--- config.mk ---
export PLATFORM = sky130hd
export DESIGN_NAME = ov_cfg_ctrl
export DESIGN_NICKNAME = d
export VERILOG_FILES = /design/src/rtl/ov_cfg_ctrl.sv
export SDC_FILE = /design/constraint.sdc
export NUM_CORES = 1
export LEC_CHECK = 0
export ABC_CLOCK_PERIOD_IN_PS = 3100
export CELL_PAD_IN_SITES_DETAIL_PLACEMENT = 1
export CELL_PAD_IN_SITES_GLOBAL_PLACEMENT = 2
export CORE_MARGIN = 2
export CORE_UTILIZATION = 36
export CTS_CLUSTER_DIAMETER = 60
export DETAILED_ROUTE_END_ITERATION = 8
export PLACE_DENSITY = 0.9
export SLEW_MARGIN = 20
export SYNTH_ARGS = -nofsm -noshare
export SYNTH_HDL_FRONTEND = slang
export SYNTH_SLANG_ARGS = --single-unit
--- constraint.sdc ---
create_clock -name clk -period 3.1 [get_ports clk]
set_input_delay 0.62 -clock clk [delete_from_list [all_inputs] [get_ports clk]]
set_output_delay 0.62 -clock clk [all_outputs]
set_load 0.005 [all_outputs]
--- src/rtl/ov_cfg_ctrl.sv ---
// ov_cfg_ctrl: power-up register configuration sequencer for the camera sensor.
//
// Walks a register table held in a synchronous ROM and issues one 3-phase SCCB
// write (ID byte, register address, register value) per entry. When the whole
// table has been written it raises cfg_done, which gates the pixel capture path.
// This block is the sole owner of the sensor SIOC/SIOD pins.
//
// Ports:
//   clk       in   system clock
//   rst       in   synchronous reset, active-high
//   start     in   one-cycle request to run the table; ignored while busy
//   rom_addr  out  ROM index (8 bits)
//   rom_data  in   {reg_addr[15:8], reg_value[7:0]}, valid 1 cycle after rom_addr
//   sioc      out  SCCB clock
//   siod_o    out  SCCB data out
//   siod_oe   out  SIOD drive enable; 0 releases the line to its pull-up
//   busy      out  high from start acceptance until DONE
//   cfg_done  out  level; configuration complete
//
// Optional feature macro: OV_CFG_DELAY_ENTRY_EN
//   When defined, a ROM entry with reg_addr 8'hFF issues no bus cycle; the block
//   instead waits reg_value * DELAY_UNIT cycles and then enters the inter-entry gap.
//   When undefined, such an entry is written to the sensor like any other.

module ov_cfg_ctrl #(
    parameter int unsigned CLK_DIV    = 250,
    parameter int unsigned REG_NUM    = 166,
    parameter logic [7:0]  DEV_ADDR   = 8'h42,
    parameter int unsigned BOOT_WAIT  = 1_000_000,
    parameter int unsigned DELAY_UNIT = 25_000
) (
    input  logic        clk,
    input  logic        rst,
    input  logic        start,
    output logic [7:0]  rom_addr,
    input  logic [15:0] rom_data,
    output logic        sioc,
    output logic        siod_o,
    output logic        siod_oe,
    output logic        busy,
    output logic        cfg_done
);

    typedef enum logic [3:0] {
        StIdle,
        StBoot,
        StFetch,
        StStart,
        StShift,
        StStop,
        StGap,
        StDone,
        StDelay
    } state_e;

    localparam logic [15:0] DivLast   = 16'(CLK_DIV - 1);
    localparam logic [15:0] GapLast   = 16'(4 * CLK_DIV - 1);
    localparam logic [19:0] BootLast  = 20'(BOOT_WAIT - 1);
    localparam logic [15:0] DelayLast = 16'(DELAY_UNIT - 1);
    localparam logic [8:0]  RegNum9   = 9'(REG_NUM);

    state_e      r_state;
    logic [15:0] r_div;
    logic [1:0]  r_qtr;     // SHIFT: quarter 0..3; START/STOP: bit 0 selects the half
    logic [4:0]  r_bit;     // 0..26 across the three 9-bit phases
    logic [19:0] r_boot;
    logic [23:0] r_sr;
    logic [7:0]  r_rom_addr;
    logic        r_sioc;
    logic        r_siod;
    logic        r_oe;

    state_e      w_state_d;
    logic [15:0] w_div_d;
    logic [1:0]  w_qtr_d;
    logic [4:0]  w_bit_d;
    logic [19:0] w_boot_d;
    logic [23:0] w_sr_d;
    logic [7:0]  w_addr_d;
    logic        w_sioc_d;
    logic        w_siod_d;
    logic        w_oe_d;
    logic        w_dc_q;
    logic        w_dc_d;

`ifdef OV_CFG_DELAY_ENTRY_EN
    logic [7:0]  r_tick;
    logic [7:0]  w_tick_d;
`else
    logic        w_unused_delay;
    assign w_unused_delay = ^DelayLast;
`endif

    // The 9th bit of each phase is the don't-care/ACK slot.
    function automatic logic is_dc(input logic [4:0] b);
        return (b == 5'd8) || (b == 5'd17) || (b == 5'd26);
    endfunction

    assign w_dc_q = is_dc(r_bit);

    always_comb begin
        w_state_d = r_state;
        w_div_d   = r_div;
        w_qtr_d   = r_qtr;
        w_bit_d   = r_bit;
        w_boot_d  = r_boot;
        w_sr_d    = r_sr;
        w_addr_d  = r_rom_addr;
`ifdef OV_CFG_DELAY_ENTRY_EN
        w_tick_d  = r_tick;
`endif

        unique case (r_state)
            StIdle, StDone: begin
                if (start) begin
                    w_state_d = StBoot;
                    w_boot_d  = '0;
                    w_addr_d  = '0;
                end
            end
            StBoot: begin
                if (r_boot == BootLast) begin
                    w_state_d = StFetch;
                    w_div_d   = '0;
                end else begin
                    w_boot_d = r_boot + 20'd1;
                end
            end
            StFetch: begin
                // Cycle 0 presents the address, cycle 1 sees the ROM word.
                if (r_div == '0) begin
                    w_div_d = 16'd1;
                end else begin
                    w_div_d   = '0;
                    w_qtr_d   = '0;
                    w_bit_d   = '0;
                    w_sr_d    = {DEV_ADDR, rom_data};
                    w_state_d = StStart;
`ifdef OV_CFG_DELAY_ENTRY_EN
                    if (rom_data[15:8] == 8'hFF) begin
                        w_tick_d  = '0;
                        w_state_d = (rom_data[7:0] == 8'd0) ? StGap : StDelay;
                    end
`endif
                end
            end
            StStart, StStop: begin
                if (r_div == DivLast) begin
                    w_div_d = '0;
                    if (r_qtr[0]) begin
                        w_qtr_d   = '0;
                        w_bit_d   = '0;
                        w_state_d = (r_state == StStart) ? StShift : StGap;
                    end else begin
                        w_qtr_d = 2'd1;
                    end
                end else begin
                    w_div_d = r_div + 16'd1;
                end
            end
            StShift: begin
                if (r_div == DivLast) begin
                    w_div_d = '0;
                    w_qtr_d = r_qtr + 2'd1;
                    if (r_qtr == 2'd3) begin
                        // Only real data bits consume the shift register.
                        if (!w_dc_q) begin
                            w_sr_d = {r_sr[22:0], 1'b0};
                        end
                        if (r_bit == 5'd26) begin
                            w_state_d = StStop;
                        end else begin
                            w_bit_d = r_bit + 5'd1;
                        end
                    end
                end else begin
                    w_div_d = r_div + 16'd1;
                end
            end
            StGap: begin
                if (r_div == GapLast) begin
                    w_div_d   = '0;
                    w_addr_d  = r_rom_addr + 8'd1;
                    w_state_d = (({1'b0, r_rom_addr} + 9'd1) == RegNum9) ? StDone : StFetch;
                end else begin
                    w_div_d = r_div + 16'd1;
                end
            end
`ifdef OV_CFG_DELAY_ENTRY_EN
            StDelay: begin
                if (r_div == DelayLast) begin
                    w_div_d = '0;
                    if (r_tick == (r_sr[7:0] - 8'd1)) begin
                        w_state_d = StGap;
                    end else begin
                        w_tick_d = r_tick + 8'd1;
                    end
                end else begin
                    w_div_d = r_div + 16'd1;
                end
            end
`endif
            default: begin
                w_state_d = StIdle;
            end
        endcase

        // Pin levels are decoded from the next state so they register in step with it.
        w_dc_d   = is_dc(w_bit_d);
        w_sioc_d = 1'b1;
        w_siod_d = 1'b1;
        w_oe_d   = 1'b1;
        case (w_state_d)
            StStart: begin
                w_siod_d = ~w_qtr_d[0];
            end
            StShift: begin
                w_sioc_d = w_qtr_d[1];
                w_siod_d = w_dc_d ? 1'b1 : w_sr_d[23];
                w_oe_d   = ~w_dc_d;
            end
            StStop: begin
                w_sioc_d = w_qtr_d[0];
                w_siod_d = 1'b0;
            end
            default: begin
            end
        endcase
    end

    always_ff @(posedge clk) begin
        if (rst) begin
            r_state    <= StIdle;
            r_div      <= '0;
            r_qtr      <= '0;
            r_bit      <= '0;
            r_boot     <= '0;
            r_sr       <= '0;
            r_rom_addr <= '0;
            r_sioc     <= 1'b1;
            r_siod     <= 1'b1;
            r_oe       <= 1'b1;
        end else begin
            r_state    <= w_state_d;
            r_div      <= w_div_d;
            r_qtr      <= w_qtr_d;
            r_bit      <= w_bit_d;
            r_boot     <= w_boot_d;
            r_sr       <= w_sr_d;
            r_rom_addr <= w_addr_d;
            r_sioc     <= w_sioc_d;
            r_siod     <= w_siod_d;
            r_oe       <= w_oe_d;
        end
    end

`ifdef OV_CFG_DELAY_ENTRY_EN
    always_ff @(posedge clk) begin
        if (rst) begin
            r_tick <= '0;
        end else begin
            r_tick <= w_tick_d;
        end
    end
`endif

    assign rom_addr = r_rom_addr;
    assign sioc     = r_sioc;
    assign siod_o   = r_siod;
    assign siod_oe  = r_oe;
    assign busy     = (r_state != StIdle) && (r_state != StDone);
    assign cfg_done = (r_state == StDone);

endmodule

==> metrics.cfg <==
[floorplan]
die_w_um=113
coreArea_sq_um=11500
dieArea_sq_um=12800
die_h_um=113
ios=32
rows=39
start_util_pct=37.3

[pwr]
p_seq_share_pct=46.5
clockPowerShare_pct=50.0
netSwitchingFraction_pct=20.6
total_power_mw=2.28
vdd_drop_max_mv=0.361
comb_power_share_pct=3.5
p_leak_nw=1.86
p_per_area_nw_per_um2=441
intPower_mw=1.81
power_switching_mw=0.469

[run_status]
violations=design-rule violations
status=complete, but fails checks

[yosys]
synth_nets=548
ys.flop_type=dfxtp_1
synth_warnings=0
synth_top_area_share_pct=38.2
postSynthCellCount=518
synth_cell_types=67
yosysMostFrequentCell=dfxtp_1
ys_seq_area_share_pct=38.2
netlist_top_cells_count=dfxtp_1, nor2_1, a21oi_1, nand2_1, nand3_1
syn_area_per_cell_sq_um=8.29
synth_enable_flop_cells=0
yosys.area.top_type=dfxtp_1
synth_area_leaders=dfxtp_1, nor2_1, a21oi_1
synthArstFlopShare_pct=0
ys_seq_elements=82
synthesis.area_sq_um=4300

[sta]
max_slew_margin_pct=60.2
fin_setup_tns_ns=0
hold_viol=0
fin_crit_sh_pct=93.6
fin_crit_ns=2.90
max_freq_mhz=345
drv_slew=0
setup_viol=0
fin_worst_skew_ns=0.00822
hold_slack_ns=0.457
worst_pin_slew_ns=0.592

[global_route]
grt_pass1_vias=3833
grtUsageTotal_pct=17.9
grt-ovfl-total=0
grt_pass1_wl_um=18500
grt_max_degree=28
antenna_found_initial=0

[cells_and_area]
drive_gt1_share_pct=12.3
fin_area_sq_um=5170
nets=588
antenna_cells=0
finalNonFillerCells=704
area_growth_pct=20.3

[placed_design]
place.gp.congestion=0.841
io_buffers=31
dpl.cell_count=687
dpl-instance-area_sq_um=4820
dp_hpwl_um=7930

[detailed_routing]
drc=1
viasPerCell=5.45
ant_nets=0
wl_um=11000
route.vias.total=3837
drt-initial-drc-count=139
wl_per_cell_um=15.6
drt_first_pass_iters=6

[setup_path]
endpoint_kind=flip-flop
critPathRequiredTime_ns=3.33
critPathKind=flip-flop to flip-flop
startpoint_type=flip-flop
crit_arrival_ns=3.13
crit_fanout=6

[clock_network]
clk_pin_slew_worst_paths_ns=0.06
clock_sinks=82
h-tree-depth=3
cts_buffer_depth=2
cts_tree=yes
postCtsHoldBufs=0
clock_latency_ns=0.35
cts_made_buffers=9
cts_root_buf=clkbuf_16

[flow_run]
cap_violations=0

[worst_hold_path]
hp-class=flip-flop to flip-flop

through the flow:
step           setup slack [ns]  utilization, %
6_report                  0.199            44.9
5_1_grt                 -0.0186            44.9
4_1_cts                  0.0334            44.5
3_5_place_dp             0.0694            41.8
3_3_place_gp              0.245            41.8
2_1_floorplan             0.512               -
power by group through the flow:
stage | logic [mW] | clock network [mW] | registers (mW)
floorplan | 0.0407 | 0 | 1.08
global placement | 0.0797 | 0 | 1.08
detailed placement | 0.0812 | 0 | 1.08
CTS | 0.0816 | 1.17 | 1.06
global route | 0.0885 | 1.21 | 1.06
finish | 0.0799 | 1.14 | 1.06
kinds of logic after synthesis:
group / Yosys count / synth area share (%)
mux: 2 / 0.466
buf+inv: 39 / 3.76
flops: 82 / 38.2
fa+ha+maj: 11 / 3.20
simple gates: 244 / 31.7
compound gates: 108 / 16.3
xor+xnor: 31 / 6.32
other cells: 1 / 0.0873
worst max-delay path: stages, from the launching register on:
cell      delay [ns]
dfxtp_1         0.33
inv_1           0.14
ha_1            0.18
or4b_1          0.49
nor4_4          0.35
a21oi_1         0.14
o21ai_2         0.15
buf_4           0.16
a211oi_1        0.09
nor4_1          0.30
o31ai_1         0.14
or3_1           0.32
per-layer routing:
layer | up-vias | routed length (um) | track usage [%]
met2 | 27 | 5300 | 30.0
li1 | 1909 | - | -
met1 | 1887 | 5250 | 22.5
met4 | 0 | 184 | 7.15
met3 | 14 | 275 | 3.91
met5 | - | 0 | 0
state kept, by name, summed over array words and instances, names as in the netlist:
| name | cells |
|---|---|
| r_sr | 24 |
| r_bit | 5 |
| r_div | 16 |
| r_state | 4 |
| rom_addr | 8 |
| siod_o | 1 |
| siod_oe | 1 |
| sioc | 1 |
| r_boot | 20 |
| r_qtr | 2 |
final cells by class:
class | count | area (sq um)
clock buffer | 11 | 243
clock inverter | 3 | 65.1
fill | 1397 | 6350
inverter | 15 | 56.3
multi-input combinational | 397 | 2510
sequential | 82 | 1640
tap | 143 | 179
timing repair buffer | 53 | 470
cells in the final DEF (no fill, tap or decap), types with 3 or more instances in the layout:
master and n:
dfxtp_1 82, nor2_1 64, nand2_1 47, a21oi_1 47, clkdlybuf4s50_1 30, nand3_1 26
buf_4 22, xor2_1 20, a22oi_1 18, nor3_1 14, inv_1 13, and3_1 13
o21ai_0 13, nand4_1 11, xnor2_1 11, ha_1 11, nand2b_1 9, clkbuf_16 9
or3_1 7, and2_1 5, nand3b_1 5, or2_2 4, nor2_2 4, nor2b_1 4
a211o_1 4, nor4_4 3, and4b_1 3, a211oi_1 3
timing repair:
item,4_1_cts,5_1_grt
buffers inserted,0,3
endpoints found under the setup margin,0,2
resized for setup,0,5
path summary, 6_finish.rpt:
kind | start | to | slack [ns] | cells after the start
max | r_div[1]$_SDFFE_PP0P_ | siod_oe$_SDFF_PP1_ | 0.20 | 11
max reg2reg | r_div[1]$_SDFFE_PP0P_ | siod_oe$_SDFF_PP1_ | 0.20 | 11
min | r_sr[19]$_SDFFE_PP0P_ | r_sr[20]$_SDFFE_PP0P_ | 0.46 | 2
min reg2reg | r_sr[19]$_SDFFE_PP0P_ | r_sr[20]$_SDFFE_PP0P_ | 0.46 | 2
Note: power is estimated with default switching activity, not from simulation.
